==> src/rtl/fpaddsub_norm_pkg.sv <==
`default_nettype none
// ============================================================================
// Module   : fpaddsub_norm_pkg
// Purpose  : Shared definitions for the FP add/sub normalisation shifter:
//            default widths, stage-count helpers, the stage payload record
//            and the leading-zero-count function used by the optional
//            NORM_LZC_EN build.
// Ports    : none (package)
// Revision : 1.0 - initial release
// ============================================================================
package fpaddsub_norm_pkg;

  localparam int MANT_W     = 26;
  localparam int SHIFT_W    = 5;
  localparam int TAG_DEF_W  = 8;
  // Widest mantissa the leading-zero counter handles.
  localparam int LZC_MAX_W  = 64;
  localparam int LZC_IDX_W  = 6;

  // Payload held in each pipeline stage, at the default widths.
  typedef struct packed {
    logic [MANT_W-1:0]    data;
    logic [SHIFT_W-1:0]   shift;
    logic [SHIFT_W-1:0]   shift_used;
    logic                 zero;
    logic [TAG_DEF_W-1:0] tag;
  } norm_payload_t;

  function automatic int clog2(input int value);
    int r;
    int v;
    r = 0;
    v = value - 1;
    while (v > 0) begin
      r++;
      v = v >> 1;
    end
    return r;
  endfunction

  function automatic int nstages(input int shw, input int lvl_per_stg);
    return (shw + lvl_per_stg - 1) / lvl_per_stg;
  endfunction

  // Leading zeros of the low w bits of value; returns w for an all-zero value.
  function automatic int lzc(input logic [LZC_MAX_W-1:0] value, input int w);
    int count;
    count = w;
    // Ascending scan so the highest set bit is the last one to update count.
    for (int i = 0; i < LZC_MAX_W; i++) begin
      if (i < w && value[LZC_IDX_W'(i)]) count = w - 1 - i;
    end
    return count;
  endfunction

endpackage
`default_nettype wire

==> src/rtl/fpaddsub_norm_shift_stage.sv <==
`default_nettype none
// ============================================================================
// Module   : fpaddsub_norm_shift_stage
// Purpose  : One pipeline stage of the normalisation shifter. Applies shift
//            levels FIRST_LVL .. FIRST_LVL+NUM_LVL-1 (level k shifts left by
//            2^k, zero fill) and registers the payload plus a valid bit.
// Ports    : clk, rst (async, active high); load = stage load enable from
//            the top-level handshake; in_* = incoming payload/valid;
//            out_* = registered payload/valid.
// Revision : 1.0 - initial release
// ============================================================================
module fpaddsub_norm_shift_stage
  import fpaddsub_norm_pkg::*;
#(
  parameter int WIDTH     = MANT_W,
  parameter int SHW       = SHIFT_W,
  parameter int TAG_W     = TAG_DEF_W,
  parameter int FIRST_LVL = 0,
  parameter int NUM_LVL   = 2
) (
  input  logic             clk,
  input  logic             rst,
  input  logic             load,
  input  logic             in_valid,
  input  logic [WIDTH-1:0] in_data,
  input  logic [SHW-1:0]   in_shift,
  input  logic [SHW-1:0]   in_shift_used,
  input  logic             in_zero,
  input  logic [TAG_W-1:0] in_tag,
  output logic             out_valid,
  output logic [WIDTH-1:0] out_data,
  output logic [SHW-1:0]   out_shift,
  output logic [SHW-1:0]   out_shift_used,
  output logic             out_zero,
  output logic [TAG_W-1:0] out_tag
);

  // Shift bits consumed by this stage; cleared from the remaining shift.
  localparam logic [SHW-1:0] USED_MASK = SHW'(((1 << NUM_LVL) - 1) << FIRST_LVL);

  logic [WIDTH-1:0] shifted;

  for (genvar k = 0; k < NUM_LVL; k++) begin : g_lvl
    localparam int LVL = FIRST_LVL + k;
    logic [WIDTH-1:0] src;
    logic [WIDTH-1:0] d;
    if (k == 0) begin : g_first
      assign src = in_data;
    end else begin : g_next
      assign src = g_lvl[k-1].d;
    end
    // A shift distance >= WIDTH empties the vector, which is the intent.
    assign d = in_shift[LVL] ? (src << (2 ** LVL)) : src;
  end

  assign shifted = g_lvl[NUM_LVL-1].d;

  always_ff @(posedge clk or posedge rst) begin
    if (rst) begin
      out_valid      <= 1'b0;
      out_data       <= '0;
      out_shift      <= '0;
      out_shift_used <= '0;
      out_zero       <= 1'b0;
      out_tag        <= '0;
    end else if (load) begin
      out_valid <= in_valid;
      // A bubble only clears valid; payload is held so nothing toggles.
      if (in_valid) begin
        out_data       <= shifted;
        out_shift      <= in_shift & ~USED_MASK;
        out_shift_used <= in_shift_used;
        out_zero       <= in_zero;
        out_tag        <= in_tag;
      end
    end
  end

endmodule
`default_nettype wire

==> src/rtl/fpaddsub_normalize_shift_pipe.sv <==
`default_nettype none
// ============================================================================
// Module   : fpaddsub_normalize_shift_pipe
// Purpose  : Pipelined zero-filling logarithmic left shifter that normalises
//            the post-add mantissa. LVL_PER_STG shift levels per registered
//            stage, valid/ready handshake with bubble collapsing, tag
//            passthrough.
// Ports    : CLK, RST (async, active high)
//            in_valid/in_ready, MminP, Shift, in_tag  - input beat
//            out_valid/out_ready, Mmin, shift_used, zero_flag, out_tag
//                                                      - output beat
// Options  : NORM_LZC_EN - when defined, stage 0 derives the shift from the
//            leading-zero count of MminP and the Shift port is ignored
//            (WIDTH must then be <= 64).
// Revision : 1.0 - initial release
// ============================================================================
module fpaddsub_normalize_shift_pipe
  import fpaddsub_norm_pkg::*;
#(
  parameter int WIDTH       = MANT_W,
  parameter int SHW         = SHIFT_W,
  parameter int LVL_PER_STG = 2,
  parameter int TAG_W       = TAG_DEF_W
) (
  input  logic             CLK,
  input  logic             RST,
  input  logic             in_valid,
  output logic             in_ready,
  input  logic [WIDTH-1:0] MminP,
  input  logic [SHW-1:0]   Shift,
  input  logic [TAG_W-1:0] in_tag,
  output logic             out_valid,
  input  logic             out_ready,
  output logic [WIDTH-1:0] Mmin,
  output logic [SHW-1:0]   shift_used,
  output logic             zero_flag,
  output logic [TAG_W-1:0] out_tag
);

  localparam int NSTG = nstages(SHW, LVL_PER_STG);

  // Index 0 is the input side; index s+1 is the register of stage s.
  logic [NSTG:0]    stg_valid;
  logic [WIDTH-1:0] stg_data  [NSTG+1];
  logic [SHW-1:0]   stg_shift [NSTG+1];
  logic [SHW-1:0]   stg_used  [NSTG+1];
  logic [NSTG:0]    stg_zero;
  logic [TAG_W-1:0] stg_tag   [NSTG+1];
  logic [NSTG-1:0]  stg_load;
  logic [SHW-1:0]   first_shift;

`ifdef NORM_LZC_EN
  // Saturate at WIDTH, or at the largest encodable shift if that is smaller.
  localparam int LZC_SAT = (SHW >= clog2(WIDTH + 1)) ? WIDTH : (2 ** SHW) - 1;

  int   lz;
  logic unused_shift;
  assign unused_shift = ^Shift;

  always_comb begin
    lz = lzc(LZC_MAX_W'(MminP), WIDTH);
    if (lz > LZC_SAT) lz = LZC_SAT;
    first_shift = SHW'(lz);
  end
`else
  assign first_shift = Shift;
`endif

  assign stg_valid[0] = in_valid;
  assign stg_data[0]  = MminP;
  assign stg_shift[0] = first_shift;
  assign stg_used[0]  = first_shift;
  assign stg_zero[0]  = (MminP == '0);
  assign stg_tag[0]   = in_tag;

  // Stage s loads if any stage from s to the output is empty, or the
  // consumer takes the output beat. This flattens the ripple
  // "!valid[s] || load[s+1]" into a function of registered state only.
  for (genvar s = 0; s < NSTG; s++) begin : g_load
    assign stg_load[s] = out_ready | ~(&stg_valid[NSTG:s+1]);
  end

  for (genvar s = 0; s < NSTG; s++) begin : g_stage
    localparam int FIRST = s * LVL_PER_STG;
    localparam int CNT   = ((SHW - FIRST) < LVL_PER_STG) ? (SHW - FIRST) : LVL_PER_STG;

    fpaddsub_norm_shift_stage #(
      .WIDTH     (WIDTH),
      .SHW       (SHW),
      .TAG_W     (TAG_W),
      .FIRST_LVL (FIRST),
      .NUM_LVL   (CNT)
    ) u_stage (
      .clk            (CLK),
      .rst            (RST),
      .load           (stg_load[s]),
      .in_valid       (stg_valid[s]),
      .in_data        (stg_data[s]),
      .in_shift       (stg_shift[s]),
      .in_shift_used  (stg_used[s]),
      .in_zero        (stg_zero[s]),
      .in_tag         (stg_tag[s]),
      .out_valid      (stg_valid[s+1]),
      .out_data       (stg_data[s+1]),
      .out_shift      (stg_shift[s+1]),
      .out_shift_used (stg_used[s+1]),
      .out_zero       (stg_zero[s+1]),
      .out_tag        (stg_tag[s+1])
    );
  end

  assign in_ready   = stg_load[0];
  assign out_valid  = stg_valid[NSTG];
  assign Mmin       = stg_data[NSTG];
  assign shift_used = stg_used[NSTG];
  assign zero_flag  = stg_zero[NSTG];
  assign out_tag    = stg_tag[NSTG];

endmodule
`default_nettype wire
==> config.mk <==
export PLATFORM = sky130hd
export DESIGN_NAME = fpaddsub_normalize_shift_pipe
export DESIGN_NICKNAME = d
export VERILOG_FILES = /design/src/rtl/fpaddsub_norm_pkg.sv /design/src/rtl/fpaddsub_norm_shift_stage.sv /design/src/rtl/fpaddsub_normalize_shift_pipe.sv
export SDC_FILE = /design/constraint.sdc
export NUM_CORES = 1
export LEC_CHECK = 0
export BUFFER_PORTS_ARGS = -buffer_cell sky130_fd_sc_hd__buf_2
export CAP_MARGIN = 20
export CORE_MARGIN = 2
export CORE_UTILIZATION = 52
export CTS_CLUSTER_SIZE = 12
export DETAILED_ROUTE_END_ITERATION = 7
export GPL_TIMING_DRIVEN = 0
export PLACE_DENSITY = 0.78
export SYNTH_ARGS = -nofsm -noshare
export SYNTH_HDL_FRONTEND = slang
export SYNTH_HIERARCHICAL = 1
export SYNTH_SLANG_ARGS = --single-unit
==> constraint.sdc <==
create_clock -name CLK -period 1.6 [get_ports CLK]
set_clock_uncertainty 0.2 [all_clocks]
set_input_delay 0.16 -clock CLK [delete_from_list [all_inputs] [get_ports CLK]]
set_output_delay 0.16 -clock CLK [all_outputs]
set_load 0.01 [all_outputs]
Word-level counts from Yosys, hierarchy flattened
Index checks and enable logic that the tools add are counted.
{"block": "word_totals", "ff_bits": 127, "inputBits": 43, "output_inout_bits": 42}
{"block": "classes", "n_mux": 5, "bitwise": 6, "n_reduce_logical": 6}
{"op": "two-way mux 26 bit", "n": 5}
{"op": "logical NOT 26 bit", "n": 1}
{"op": "AND reduction 2 bit", "n": 4}
{"op": "inverter 1 bit", "n": 3}
{"op": "bitwise OR 1 bit", "n": 3}
{"op": "AND reduction 3 bit", "n": 1}

Depth between registers and ports, before layout
Gate-level depths: netlist of the first run.
{"block": "logic_depth", "depth_word": 4, "depth_mapped": 7}

By module
The synthesis of the first run kept the hierarchy.
{"module": "fpaddsub_norm_shift_stage (g_stage[0].u_stage)", "instances": 1, "cells_each": 161, "area_each_um2": 2004.4, "seq_area_each_um2": 1101.1}
{"module": "fpaddsub_norm_shift_stage (g_stage[2].u_stage)", "instances": 1, "cells_each": 160, "area_each_um2": 1989.4, "seq_area_each_um2": 1126.1}
{"module": "fpaddsub_norm_shift_stage (g_stage[1].u_stage)", "instances": 1, "cells_each": 158, "area_each_um2": 1954.4, "seq_area_each_um2": 1101.1}
{"module": "fpaddsub_normalize_shift_pipe", "instances": 1, "cells_each": 13, "area_each_um2": 78.8, "seq_area_each_um2": 0.0}

Worst setup path before layout of the first run
Ideal clock, no wire load.
{"block": "synth_path", "kind": "reg-to-reg", "startpoint": "register g_stage[2].u_stage.out_valid", "endpoint": "register g_stage[0].u_stage.out_shift[4]", "setup_time_ns": 0.125, "arrival_time_ns": 1.499, "t_required_ns": 1.275, "slack_ns": -0.224, "path_stages_with_launch": 6, "n_path_buf": 2, "period_less_slack_ns": 1.824, "cell_sequence": "dfrtp_1 nand4b_1 nand2_1 buf_2 buf_2 mux2_2"}
{"block": "synth_via", "elab_chain_cells": 4}
{"item": "start: declaration", "line": "fpaddsub_norm_shift_stage.sv:30", "rtl": "output logic out_valid,"}
{"item": "start signal: assignment", "line": "fpaddsub_norm_shift_stage.sv:67", "rtl": "out_valid <= in_valid;"}
{"item": "AND reduction 3 bit", "line": "fpaddsub_normalize_shift_pipe.sv:80", "rtl": "assign stg_load[s] = out_ready | ~(&stg_valid[NSTG:s+1]);"}
{"item": "inverter 1 bit", "line": "fpaddsub_normalize_shift_pipe.sv:80"}
{"item": "bitwise OR 1 bit", "line": "fpaddsub_normalize_shift_pipe.sv:80"}
{"item": "net in_ready", "line": "fpaddsub_normalize_shift_pipe.sv:28", "rtl": "output logic in_ready,"}
{"item": "AND reduction 2 bit (no source line)"}
{"item": "end signal: assignment", "line": "fpaddsub_norm_shift_stage.sv:71", "rtl": "out_shift <= in_shift & ~USED_MASK;"}
{"item": "end: declaration", "line": "fpaddsub_norm_shift_stage.sv:32", "rtl": "output logic [SHW-1:0] out_shift,"}
The timed path passes the listed nets, and every way through them passes these cells.
A chain may end at the register's enable or synchronous reset.

Final worst setup path of the first run
{"block": "layout_path", "startpoint": "register g_stage[2].u_stage.out_valid", "endpoint": "register g_stage[0].u_stage.out_data[21]"}
{"block": "layout_via", "elab_chain_cells": 4}
{"item": "AND reduction 3 bit", "line": "fpaddsub_normalize_shift_pipe.sv:80"}
{"item": "inverter 1 bit", "line": "fpaddsub_normalize_shift_pipe.sv:80"}
{"item": "bitwise OR 1 bit", "line": "fpaddsub_normalize_shift_pipe.sv:80"}
{"item": "AND reduction 2 bit (no source line)"}
{"item": "end signal: assignment", "line": "fpaddsub_norm_shift_stage.sv:70", "rtl": "out_data <= shifted;"}
{"item": "end: declaration", "line": "fpaddsub_norm_shift_stage.sv:31", "rtl": "output logic [WIDTH-1:0] out_data,"}
No other way between the ends.

==> insert_results.sql, run 1 <==
INSERT INTO impl_metrics (metric_group, metric, value, unit) VALUES
('worst_setup_path', 'critical-path-max-stage-delay', '0.44', 'ns'),
('route', 'route.detailed.vias_per_inst', '6.01', ''),
('clock_tree', 'root_buffer', 'sky130_fd_sc_hd__clkbuf_8', ''),
('die', 'floorplan.die.height', '109', 'um'),
('final_layout', 'antennaDiodeCount', '0', ''),
('worst_setup_path', 'timing.critical_path.from_type', 'flip-flop', ''),
('yosys', 'synth-warning-count', '6', ''),
('worst_setup_path', 'worst_setup_path_end_kind', 'flip-flop', ''),
('die', 'std_cell_rows', '38', ''),
('timing', 'timing_max_transition_violations_final', '0', ''),
('final_layout', 'area_delta_synth_final', '47.7', '%'),
('die', 'core_area', '10800', 'um2'),
('yosys', 'post_synth.cell_area_avg', '12.2', 'um2'),
('pwr', 'net-switching-power', '3.93', 'mW'),
('worst_setup_path', 'path_delay_family', 'simple AND/OR/NAND/NOR gates', ''),
('global_routing', 'grt_busiest_layer', 'met2', ''),
('clock_tree', 'deepest_clock_path_buffer_count', '2', ''),
('route', 'remaining_drcs', '0', ''),
('worst_setup_path', 'worstPathBufferInverterCount', '1', ''),
('timing', 'headroom_to_the_max_slew_limit', '36.9', '%'),
('final_layout', 'stdcell_count', '800', ''),
('timing', 'min_period_over_period', '115', '%'),
('route', 'ant_nets', '0', ''),
('pwr', 'power_density', '1460', 'nW/um2'),
('placed_design', 'placed_cells_incl_taps', '696', ''),
('timing', 'timing.hold.ws', '0.207', 'ns'),
('final_layout', 'layout.core_utilization', '78.6', '%'),
('yosys', 'synthesis.instances', '472', ''),
('clock_tree', 'clk-insertion-delay-late', '0.52', 'ns'),
('status', 'failed_checks', 'setup timing', ''),
('final_layout', 'post_route_cells_drive_above_1_share', '47.7', '%'),
('route', 'vias', '4806', ''),
('timing', 'min_period', '1.83', 'ns'),
('global_routing', 'pin_count_of_the_biggest_net_entering_global_routing', '45', ''),
('global_routing', 'grt_pass1_vias', '4743', ''),
('worst_setup_path', 'critical_path.max_fanout', '7', ''),
('global_routing', 'globalRouteMet1Util', '36.8', '%'),
('pwr', 'share_of_power_burned_in_combinational_logic', '29.8', '%'),
('route', 'route.detailed.wl_per_inst', '22.5', 'um'),
('route', 'detailedRoute.firstPassIterationCount', '4', ''),
('route', 'routed_wirelength', '18000', 'um'),
('global_routing', 'use_met3', '6.58', '%'),
('clock_tree', 'numCtsBuffers', '17', ''),
('clock_tree', 'cts_tree', 'done', ''),
('timing', 'fin_ws', '-0.233', 'ns'),
('pwr', 'clockPowerShare', '32.2', '%'),
('global_routing', 'grt_antenna_before_repair', '0', ''),
('pwr', 'worst_ir_drop_vdd', '0.756', 'mV'),
('timing', 'timing_hold_violations_final', '0', ''),
('route', 'drt_first_iter_violations', '350', ''),
('worst_setup_path', 'cpMaxStageDelayCell', 'sky130_fd_sc_hd__dfrtp_2', ''),
('die', 'top_level_ports', '85', ''),
('die', 'floorplan.die.width', '109', 'um'),
('timing', 'tightestPinTransition', '0.947', 'ns'),
('final_layout', 'fillers', '572', ''),
('pwr', 'p_int', '8.45', 'mW'),
('final_layout', 'seq_area', '3180', 'um2'),
('timing', 'timing.final.setup_violations', '122', ''),
('final_layout', 'multiInputGateArea', '2800', 'um2'),
('global_routing', 'global_route.usage.total', '29.1', '%'),
('placed_design', 'gpl.final_weighted_congestion', '0.915', ''),
('status', 'status', 'complete, but fails checks', ''),
('global_routing', 'gr-usage-met2', '49.0', '%'),
('final_layout', 'final_nets', '691', ''),
('global_routing', 'global_route.overflow_total', '0', ''),
('yosys', 'postSynthNetCount', '515', ''),
('yosys', 'post_synth_instance_area', '5750', 'um2'),
('worst_setup_path', 'cells_traversed_along_the_worst_timing_path', 'nand4b_1, nand2_1, or2_4, clkbuf_16, o221ai_2', ''),
('placed_design', 'place.detailed.hpwl', '9960', 'um'),
('clock_tree', 'clkSlewWorstSetupHoldPaths', '0.06', 'ns'),
('worst_setup_path', 'worstPathArrival', '2.05', 'ns');
timing repair:
action / 4_1_cts / 5_1_grt
gates cloned: 4 / 5
pin swaps: 12 / 11
hold endpoints to repair: 172 / 1
setup buffers: 17 / 15
endpoints found under the setup margin: 121 / 126
hold buffers: 42 / 1
gates resized for setup: 77 / 107
power by group through the flow:
stage	clock [mW]	sequential [mW]	combinational (mW)
floorplan	0	4.66	1.64
global placement	0	4.60	2.58
detailed placement	0	4.63	2.66
CTS	3.97	4.61	3.08
global route	4.18	4.77	3.91
finish	3.98	4.71	3.68
area by class of cell:
cell class                      instances  share of cell area [%]
Clock inverter                         14                    2.27
Multi-Input combinational cell        286                    33.0
Clock buffer                           17                    4.88
Timing Repair Buffer                  166                    15.9
Tap cell                              140                    2.06
Sequential cell                       127                    37.5
Inverter                               21                   0.929
Buffer                                 29                    3.47
worst paths after layout:
check	startpoint	to	slack (ns)	cells after the start
max	g_stage[2].u_stage/out_valid	g_stage[0].u_stage/out_data[21]	-0.23	5
min	in_tag[6]	g_stage[0].u_stage/out_tag[6]	0.21	3
max reg2reg	g_stage[2].u_stage/out_valid	g_stage[0].u_stage/out_data[21]	-0.23	5
min reg2reg	g_stage[1].u_stage/out_shift_used[1]	g_stage[2].u_stage/out_shift_used[1]	0.31	1
max in group asynchronous	RST	g_stage[0].u_stage/out_data[2]	0.35	3
min in group asynchronous	RST	g_stage[1].u_stage/out_tag[6]	0.23	3
layout by cell type, fill, tap and decap left out, drive strengths merged:
| cell | instances |
|---|---|
| buf | 141 |
| a21oi | 20 |
| nor4 | 6 |
| o221ai | 36 |
| a22o | 4 |
| nand3 | 3 |
| nor3 | 1 |
| nand2b | 2 |
| a2bb2oi | 4 |
| clkbuf | 28 |
| nand4 | 1 |
| mux4 | 1 |
| nand3b | 1 |
| nand2 | 49 |
| bufinv | 4 |
| inv | 22 |
| mux2i | 56 |
| and2b | 1 |
| dlygate4sd3 | 43 |
| and2 | 1 |
| nor2 | 2 |
| or2 | 3 |
| dfrtp | 127 |
| clkinvlp | 3 |
| o21ai | 28 |
| clkinv | 6 |
| nand4b | 17 |
| o31ai | 1 |
| mux2 | 49 |
per-layer routing:
metal	vias up	wire (um)	part of all wire, %
li1	2098	-	-
met2	234	9270	51
met4	0	722	4.0
met3	57	1170	6.5
met5	-	0	0
met1	2417	6870	38
stage by stage:
stage | setup TNS, ns | total power, mW | area [um2]
floorplan | -2.41 | 6.30 | 5880
global placement | -50.90 | 7.18 | 6470
detailed placement | -14.36 | 7.29 | 6470
CTS | -7.97 | 11.7 | 7930
global route | -19.31 | 12.9 | 8490
finish | -15.50 | 12.4 | 8490
worst min-delay path, delay by kind of cell:
kind / cells / cell delay [ns]
muxes: 1 / 0.13
buffers and inverters: 2 / 0.60
sequential cells by signal, indices dropped and copies added (netlist names):
signal and cells:
g_stage.u_stage/out_data 78, g_stage.u_stage/out_shift 4, g_stage.u_stage/out_shift_used 15, g_stage.u_stage/out_tag 24, g_stage.u_stage/out_valid 3, g_stage.u_stage/out_zero 3
Power figures use the tool's default switching activity.
==> inputs of run 2 (changes only) <==
--- a/config.mk
+++ b/config.mk
@@ -13,6 +13,7 @@
 export DETAILED_ROUTE_END_ITERATION = 7
 export GPL_TIMING_DRIVEN = 0
 export PLACE_DENSITY = 0.78
+export RECOVER_POWER = 25
 export SYNTH_ARGS = -nofsm -noshare
 export SYNTH_HDL_FRONTEND = slang
 export SYNTH_HIERARCHICAL = 1
==> run 2 against run 1 <==
Compared with the run above: the flow still finishes with violations (setup timing); setup slack about the same; sequential share of layout area about the same; non-clock buffer count unchanged; via count shrank 0.29%; first-iteration DRC count decreased by 0.29%; combinational power about the same; critical endpoint unchanged.
==> insert_results.sql, run 2 (synthesized netlist as in run 1, its figures left out) <==
INSERT INTO impl_metrics (metric_group, metric, value, unit) VALUES
('placed_design', 'detailed_place.area', '6470', 'um2'),
('worst_setup_path', 'path_depth', '5', ''),
('clock_tree', 'cts_sinks', '127', ''),
('placed_design', 'gpl.final_weighted_congestion', '0.915', ''),
('placed_design', 'buffer_ports.inserted', '84', ''),
('timing', 'headroom_to_the_max_slew_limit', '36.6', '%'),
('flow_run', 'drv.max_cap_violation_count', '0', ''),
('global_routing', 'grt_pass1_vias', '4743', ''),
('die', 'initial_core_utilization', '53.2', '%'),
('route', 'detailroute.wirelength.met2', '9290', 'um'),
('clock_tree', 'clk-insertion-delay-late', '0.52', 'ns'),
('placed_design', 'place.detailed.hpwl', '9960', 'um'),
('clock_tree', 'deepest_clock_path_buffer_count', '2', ''),
('final_layout', 'largest_reg_flops', '78', ''),
('worst_setup_path', 'critical_path.max_fanout', '7', ''),
('placed_design', 'place_ws', '-0.245', 'ns'),
('hold_path', 'holdCritPathClass', 'in -> reg', ''),
('pwr', 'power_density', '1460', 'nW/um2'),
('route', 'drt_first_iter_violations', '349', ''),
('worst_setup_path', 'worstPathArrival', '2.05', 'ns'),
('worst_setup_path', 'path_delay_family', 'simple AND/OR/NAND/NOR gates', ''),
('die', 'std_cell_rows', '38', ''),
('worst_setup_path', 'worst_setup_path_end_kind', 'flip-flop', ''),
('clock_tree', 'numCtsBuffers', '17', ''),
('route', 'routed.top_layer', 'met4', ''),
('pwr', 'p_int', '8.45', 'mW'),
('pwr', 'power_frac_seq', '38.1', '%'),
('timing', 'timing_hold_violations_final', '0', ''),
('pwr', 'worst_ir_drop_vdd', '0.757', 'mV'),
('route', 'route.detailed.wl_per_inst', '22.5', 'um'),
('worst_setup_path', 'critPathRequiredTime', '1.82', 'ns'),
('worst_setup_path', 'worstRegToRegCells', '5', ''),
('timing', 'timing_max_transition_violations_final', '0', ''),
('route', 'ant_nets', '0', ''),
('route', 'detailedRoute.firstPassIterationCount', '4', ''),
('final_layout', 'post_route_cells_drive_above_1_share', '47.6', '%'),
('die', 'top_level_ports', '85', ''),
('timing', 'max_clock_freq', '0.545', 'GHz'),
('timing', 'min_period', '1.83', 'ns'),
('clock_tree', 'cts_h_tree_depth', '4', ''),
('clock_tree', 'cts_tree', 'done', ''),
('route', 'route.detailed.vias_per_inst', '5.99', ''),
('worst_setup_path', 'worstPathBufferInverterCount', '1', ''),
('final_layout', 'layout_common_cells', '126 x sky130_fd_sc_hd__dfrtp_1, 88 x sky130_fd_sc_hd__buf_2, 48 x sky130_fd_sc_hd__mux2i_1', ''),
('pwr', 'power.static_leakage', '3.94', 'nW'),
('final_layout', 'antennaDiodeCount', '0', ''),
('global_routing', 'global_route.overflow_total', '0', ''),
('worst_setup_path', 'r2r_start', 'g_stage[2].u_stage/out_valid', ''),
('timing', 'tightestPinTransition', '0.950', 'ns'),
('timing', 'timing.final.setup_violations', '122', ''),
('pwr', 'power_switching_share', '31.7', '%'),
('pwr', 'net-switching-power', '3.93', 'mW'),
('die', 'core_area', '10800', 'um2'),
('final_layout', 'stdcell_count', '800', ''),
('worst_setup_path', 'cells_traversed_along_the_worst_timing_path', 'nand4b_1, nand2_1, or2_4, clkbuf_16, o221ai_2', ''),
('worst_setup_path', 'cp-endpoint', 'g_stage[0].u_stage/out_data[21]', ''),
('die', 'die-area', '11900', 'um2'),
('worst_setup_path', 'timing.critical_path.from_type', 'flip-flop', ''),
('route', 'routed_wirelength', '18000', 'um'),
('pwr', 'clockPowerShare', '32.2', '%'),
('final_layout', 'area_delta_synth_final', '47.7', '%'),
('timing', 'unrepaired_setup_endpoints_after_global_routing', 'true', ''),
('pwr', 'share_of_power_burned_in_combinational_logic', '29.7', '%'),
('global_routing', 'grt_antenna_before_repair', '0', ''),
('clock_tree', 'root_buffer', 'sky130_fd_sc_hd__clkbuf_8', ''),
('placed_design', 'placed_cells_incl_taps', '696', ''),
('die', 'floorplan.die.width', '109', 'um'),
('timing', 'fin_ws', '-0.233', 'ns'),
('route', 'remaining_drcs', '0', ''),
('route', 'dr_wl_met3', '1170', 'um'),
('route', 'wirelength_met1', '6880', 'um'),
('final_layout', 'final_nets', '691', ''),
('worst_setup_path', 'cpMaxStageDelayCell', 'sky130_fd_sc_hd__dfrtp_2', ''),
('global_routing', 'grt_pass1_wl', '25600', 'um'),
('final_layout', 'reg.largest.list', 'g_stage.u_stage/out_data: 78 flops, g_stage.u_stage/out_tag: 24 flops, g_stage.u_stage/out_shift_used: 15 flops', ''),
('final_layout', 'layout_commonest_cell', 'sky130_fd_sc_hd__dfrtp_1', ''),
('worst_setup_path', 'cp-startpoint', 'g_stage[2].u_stage/out_valid', ''),
('worst_setup_path', 'path_class', 'reg -> reg', ''),
('worst_setup_path', 'critical-path-max-stage-delay', '0.44', 'ns'),
('global_routing', 'global_route.usage.total', '29.1', '%'),
('worst_setup_path', 'worst_reg2reg_path_endpoint', 'g_stage[0].u_stage/out_data[21]', ''),
('status', 'status', 'complete, but fails checks', ''),
('clock_tree', 'clkSlewWorstSetupHoldPaths', '0.06', 'ns'),
('final_layout', 'registers.top_by_ff_count', 'g_stage.u_stage/out_data', ''),
('status', 'failed_checks', 'setup timing', ''),
('timing', 'min_period_over_period', '115', '%'),
('die', 'floorplan.die.height', '109', 'um'),
('final_layout', 'post-route-cell-area', '8480', 'um2'),
('global_routing', 'pin_count_of_the_biggest_net_entering_global_routing', '45', ''),
('route', 'vias', '4792', ''),
('worst_setup_path', 'reg2reg_setup_slack', '-0.23', 'ns');
==> run 2: metrics by stage <==
step / TNS (ns) / utilization, % / hold slack (ns) / total power, mW
2_1_floorplan: -2.41 / - / 0.0563 / 6.30
3_3_place_gp: -50.90 / 60.0 / 0.194 / 7.18
3_5_place_dp: -14.36 / 60.0 / 0.201 / 7.29
4_1_cts: -7.97 / 73.4 / 0.0761 / 11.7
5_1_grt: -19.31 / 78.6 / 0.210 / 12.9
6_report: -15.48 / 78.6 / 0.207 / 12.4
==> run 2: cell type report <==
type,count,area (um2)
buffer,29,294
clock buffer,17,414
inverter,21,78.8
clock inverter,14,193
timing repair buffer,166,1350
fill,573,2310
sequential,127,3180
multi-input combinational,286,2800
tap,140,175
==> run 2: timing repair <==
item | CTS | global route
hold endpoints to repair | 172 | 1
cloned | 4 | 5
pin swaps | 12 | 11
resized for setup | 77 | 107
setup endpoints to repair | 121 | 126
hold buffers | 42 | 1
buffers inserted | 17 | 15
==> run 2: how the worst min path moves through the flow <==
stage,from,end,slack [ns],depth (start not counted)
finish,in_tag[6],g_stage[0].u_stage/out_tag[6],0.21,3
global route,in_tag[0],g_stage[0].u_stage/out_tag[0],0.21,3
CTS,out_ready,g_stage[2].u_stage/out_valid,0.08,5
floorplan,Shift[1],g_stage[0].u_stage/out_data[0],0.06,1
global placement,in_tag[1],g_stage[0].u_stage/out_tag[1],0.19,2
detailed placement,RST,g_stage[2].u_stage/out_tag[3],0.20,2
==> run 2: routing by layer <==
layer | track usage [%] | up-vias
li1 | - | 2100
met1 | 36.8 | 2401
met2 | 49.0 | 236
met3 | 6.58 | 55
met4 | 11.1 | 0
met5 | 0 | -
==> run 2: worst reg2reg max path: cells and delay by family, from the launching register on <==
| family | cells | cell delay, ns |
|---|---|---|
| buffers and inverters | 1 | 0.18 |
| and+or+nand+nor | 3 | 0.73 |
| AOI/OAI and AO/OA | 1 | 0.19 |
| DFF | 1 | 0.44 |
==> run 2: power by group through the flow <==
| stage | Sequential, mW | Combinational [mW] | Clock, mW |
|---|---|---|---|
| detailed placement | 4.63 | 2.66 | 0 |
| floorplan | 4.66 | 1.64 | 0 |
| CTS | 4.61 | 3.08 | 3.97 |
| global placement | 4.60 | 2.58 | 0 |
| finish | 4.71 | 3.68 | 3.98 |
| global route | 4.77 | 3.91 | 4.18 |
